==> src/rtl/pc_gen.sv <==
// Program counter generator: BOOT/RUN/HALT sequencing, sequential fetch,
// PC-relative branches, absolute jumps, one-cycle flush and redirect counting.
module pc_gen #(
   parameter int unsigned       ADDR_W   = 8,
   parameter logic [ADDR_W-1:0] RESET_PC = '0
) (
   input  logic              clk,
   input  logic              rst,
   input  logic              stall,
   input  logic              branch,
   input  logic              jump,
   input  logic [15:0]       imm,
   input  logic [25:0]       jtarget,
   input  logic              halt,
   input  logic              resume,
   output logic [ADDR_W-1:0] pc,
   output logic              pc_valid,
   output logic              flush,
   output logic [7:0]        redirect_cnt
);

   typedef enum logic [1:0] {
      S_BOOT = 2'd0,
      S_RUN  = 2'd1,
      S_HALT = 2'd2
   } state_t;

   state_t            state, state_n;
   logic [ADDR_W-1:0] pc_n;
   logic [ADDR_W-1:0] pc_inc;
   logic [ADDR_W-1:0] br_off;
   logic [ADDR_W-1:0] br_target;
   logic [ADDR_W-1:0] jmp_target;
   logic              redirect;
   logic              flush_n;
   logic [7:0]        cnt_n;

   // Offset and jump field are narrowed (or sign-extended) to the PC width,
   // so all target arithmetic wraps modulo 2^ADDR_W.
   assign pc_inc     = pc + ADDR_W'(1);
   assign br_off     = ADDR_W'($signed(imm));
   assign br_target  = pc_inc + br_off;
   assign jmp_target = ADDR_W'(jtarget);

   always_comb begin
      state_n  = state;
      pc_n     = pc;
      redirect = 1'b0;
      case (state)
         S_BOOT: state_n = S_RUN;
         S_RUN: begin
            if (halt) begin
               state_n = S_HALT;
            end else if (stall) begin
               pc_n = pc;
            end else if (jump) begin
               pc_n     = jmp_target;
               redirect = 1'b1;
            end else if (branch) begin
               pc_n     = br_target;
               redirect = 1'b1;
            end else begin
               pc_n = pc_inc;
            end
         end
         S_HALT: begin
            if (resume && !halt) state_n = S_RUN;
         end
         default: state_n = S_BOOT;
      endcase
      flush_n = redirect;
      cnt_n   = (redirect && (redirect_cnt != 8'hFF)) ? redirect_cnt + 8'd1 : redirect_cnt;
   end

   always_ff @(posedge clk) begin
      if (rst) begin
         state        <= S_BOOT;
         pc           <= RESET_PC;
         flush        <= 1'b0;
         redirect_cnt <= '0;
      end else begin
         state        <= state_n;
         pc           <= pc_n;
         flush        <= flush_n;
         redirect_cnt <= cnt_n;
      end
   end

   assign pc_valid = (state == S_RUN);

endmodule

==> config.mk <==
export PLATFORM = sky130hd
export DESIGN_NAME = pc_gen
export DESIGN_NICKNAME = d
export VERILOG_FILES = /design/src/rtl/pc_gen.sv
export SDC_FILE = /design/constraint.sdc
export NUM_CORES = 1
export LEC_CHECK = 0
export CAP_MARGIN = 20
export CORE_MARGIN = 10
export CORE_UTILIZATION = 40
export CTS_CLUSTER_DIAMETER = 40
export DETAILED_ROUTE_END_ITERATION = 10
export GPL_TIMING_DRIVEN = 0
export HOLD_SLACK_MARGIN = 0.15
export PLACE_DENSITY = 0.78
export SYNTH_ARGS = -nofsm -noshare
export SYNTH_HDL_FRONTEND = slang
export SYNTH_SLANG_ARGS = --single-unit
export TNS_END_PERCENT = 1
==> constraint.sdc <==
create_clock -name clk -period 2.53 [get_ports clk]
set_input_delay 0.3795 -clock clk [delete_from_list [all_inputs] [get_ports clk]]
set_output_delay 0.3795 -clock clk [all_outputs]
set_load 0.01 [all_outputs]
==> results by group <==
Status
  – Status: completed

Critical path
  – WS Path Type: flip-flop to flip-flop
  – Reg-to-Reg Start: pc[0]
  – Crit end category: flip-flop
  – Slowest stage cell, crit path: dfxtp_4
  – CP startpoint kind: flip-flop
  – Worst endpoint required time: 2.74 ns
  – Reg2Reg Setup Slack: 0.22 ns
  – Most common cell type on the critical path: nand3_1
  – Crit Path Max Fanout: 8
  – Slowest cell delay on critical path: 0.40 ns
  – CP arrival: about 2.5 ns
  – Critical path, cell by cell: ha_2 -> nand3_1 -> xnor2_2 -> ha_1 -> a21oi_1 -> o21a_1 -> mux2i_2 -> nand3_1 -> a311oi_1
  – Crit. Startpoint: pc[0]

Die
  – Die Width: 78.23 um
  – Die Height: 78.23 um
  – Row cnt: 21
  – Initial core utilization: 40.97%
  – Die area: between 6000 and 7000 sq um
  – I/O pins: 67
  – Area of the core: between 3000 and 4000 sq um

Drt
  – Vias: 1323
  – DRT Wirelength: 3516 um
  – Vias per cell: 5.209
  – # DRC: 0
  – WL per Instance: approximately 14 um
  – Initial DRC Count: 41
  – First-pass iteration count of the detailed router: 4
  – Post-route ant nets: 0

Cells and area
  – Fin nets: 269
  – Area grow syn2layout: 37.55%
  – Filler cells: 326
  – Post-route cell area: approximately 1900 sq um
  – Layout cells sized above 1: 9.615%
  – Final Core Density: 56.35%
  – Antenna Cells: 0

Placed design
  – Dpl hpwl: 2777 um
  – Placed Area: around 1800 sq um
  – Port Buffer Count: 38
  – Placer congestion estimate: 0.7850

Clock network
  – # H-tree levels: 1
  – Root buf cell: clkbuf_4
  – Clk sinks: 19
  – Total CTS buffers: 3
  – Clk_lat worst skew: 0.29 ns
  – CTS tree: yes
  – Clk pin slew, worst setup/hold paths: 0.11 ns
  – CTS max path bufs: 2

GRT
  – Grt total ovfl: 0
  – Largest net degree at the start of global routing: 12
  – Vias in the first global route: 1327
  – All-layer global routing usage: a little under an eighth
  – Initial antenna violation count: 0
  – First-pass GRT wire length: ~6200 um

STA
  – Slew headroom: a little under three fifths
  – Minimum clock period after layout: 2.308 ns
  – Hold Slack: between 0.5 and 0.6 ns
  – Max Fclk: 433.2 MHz
  – Final hold vios: 0
  – RSZ-0062 raised after global routing: no
  – Setup_tns: 0 ns
  – Worst Tran Pin Value: 0.6403 ns
  – Slew Limit Fails: 0
  – Final Setup Violations: 0
  – Period utilization: 91.23%
  – Setup Skew: 0.003830 ns

Synth
  – Syn Area/Cell: 8.220 sq um
  – Area contributors post-synth: dfxtp_1, ha_1, a21oi_1
  – Total nets after synthesis: around 230
  – Unique masters post-synth: 38
  – Top cell type's share of synthesized area: around 28%
  – Post-synth top cells: dfxtp_1, nor2_1, a21oi_1
  – Synth warnings: 0
  – Cell Area, Synth: 1356 sq um
  – Number of flops mapped to enable cells by yosys: 0
  – Top FF cell, synth: dfxtp_1
  – Post-synth top area cell: dfxtp_1
  – Asr flop ratio synth: 0%
  – Post-synthesis instance total: 165
  – Count leader, synth: dfxtp_1
  – FF+latch count, synth: 19
  – Sequential element share of the synthesized area: 28.04%

Pwr
  – Cell-internal power: 455.2 uW
  – Leakage: 0.0007404 uW
  – Power per cell area: around 340 nW/um^2
  – Sequential power share: 50.1%
  – Combinational power share: 26.6%
  – Sw Share: 28.46%
  – VDD IR max: 248.4 uV
  – Clock power frac: 23.3%
  – Psw: 181.1 uW

Run
  – Max-cap violations: 0

Min path
  – Min-delay src: pc[1]
  – Worst Hold Class: flip-flop to flip-flop
## cell type report
type                       instances  area [sq um]  share of cell area [%]
clock inverter                     1         5.005                  0.2683
inverter                           6         22.52                   1.207
clock buffer                       3         22.52                   1.207
multi-input combinational        135         962.2                   51.58
buffer                             5         18.77                   1.006
timing repair buffer              39         387.9                   20.79
sequential                        19         389.1                   20.86
tap                               46         57.56                   3.085
## state kept, by name, summed over array words and instances (netlist names)
name / flops
flush: 1
redirect_cnt: 8
pc: 8
state: 2
## path summary, 6_finish.rpt
path	end	cells after the start
max	pc[7]	9
min	pc[1]	2
max reg2reg	pc[7]	9
min reg2reg	pc[1]	2
## layer usage
metal / routed length (um) / vias up / track usage, %
met5: 0 / - / 0
met4: 18 / 0 / 3.584
met3: 260 / 4 / 4.442
met2: 1615 / 30 / 18.75
met1: 1621 / 602 / 14.83
li1: - / 687 / -
## power groups by stage
stage	Combinational (uW)	Clock [uW]	Sequential, uW
finish	169	148	319
floorplan	92.0	0	326
global placement	163	0	325
CTS	165	157	319
detailed placement	163	0	325
global route	190	166	321
## cells by family (layout without fill, tap and decap cells)
kind of cell | count (synthesis) | in the layout | share of synthesized area [%]
adder cells (fa/ha/maj) | 11 | 11 | 10.70
AND/OR/NAND/NOR | 57 | 57 | 21.22
XOR/XNOR | 14 | 14 | 9.041
buffers and inverters | 11 | 54 | 3.044
AO/OA/AOI/OAI | 48 | 48 | 24.17
flip-flops | 19 | 19 | 28.04
multiplexers | 5 | 5 | 3.782
## worst max-delay path, delay by kind of cell (launching register included)
kind | cells | cell delay, ns
AOI/OAI and AO/OA | 3 | 0.64
xor gates and xnor gates | 1 | 0.17
adders and majority gates | 2 | 0.55
DFF | 1 | 0.40
muxes | 1 | 0.25
and+or+nand+nor | 2 | 0.23
## layout by cell type, fill, tap and decap left out, types with 2 or more instances in the layout
cell type        synthesis  routed
dfxtp_2                  0       4
nor3_1                   5       5
o211ai_1                 3       3
nand2_1                 13      13
dfxtp_1                 19      14
xor2_1                   6       6
and3_1                   2       2
ha_1                    10       9
a311oi_1                 2       2
or3_1                    3       3
xnor2_1                  8       6
clkdlybuf4s50_1          0      38
clkbuf_1                 5       5
a21oi_1                 14      14
xnor2_2                  0       2
a211oi_1                 3       3
inv_1                    6       6
o21ai_0                  9       9
o21a_1                   2       2
nor2_1                  18      18
o221ai_1                 2       2
clkbuf_4                 0       3
mux2i_1                  4       3
a21o_1                   5       5
nand3_1                  9       9
## through the flow
stage	cells	setup slack (ns)	total power, uW
after global routing	254	0.009276	677.1
after CTS	253	0.06771	640.2
after global placement	249	0.01531	488.0
final	254	0.2218	636.3
after floorplan	165	0.2968	417.8
after detailed placement	249	0.01118	488.6
## repair_timing
| item | in CTS | in global routing |
|---|---|---|
| gates resized for setup | 1 | 10 |
| setup endpoints to repair | 1 | 1 |
| gates cloned | 0 | 0 |
| hold buffers | 0 | 0 |
| buffers inserted | 0 | 1 |
Power figures use the tool's default switching activity.
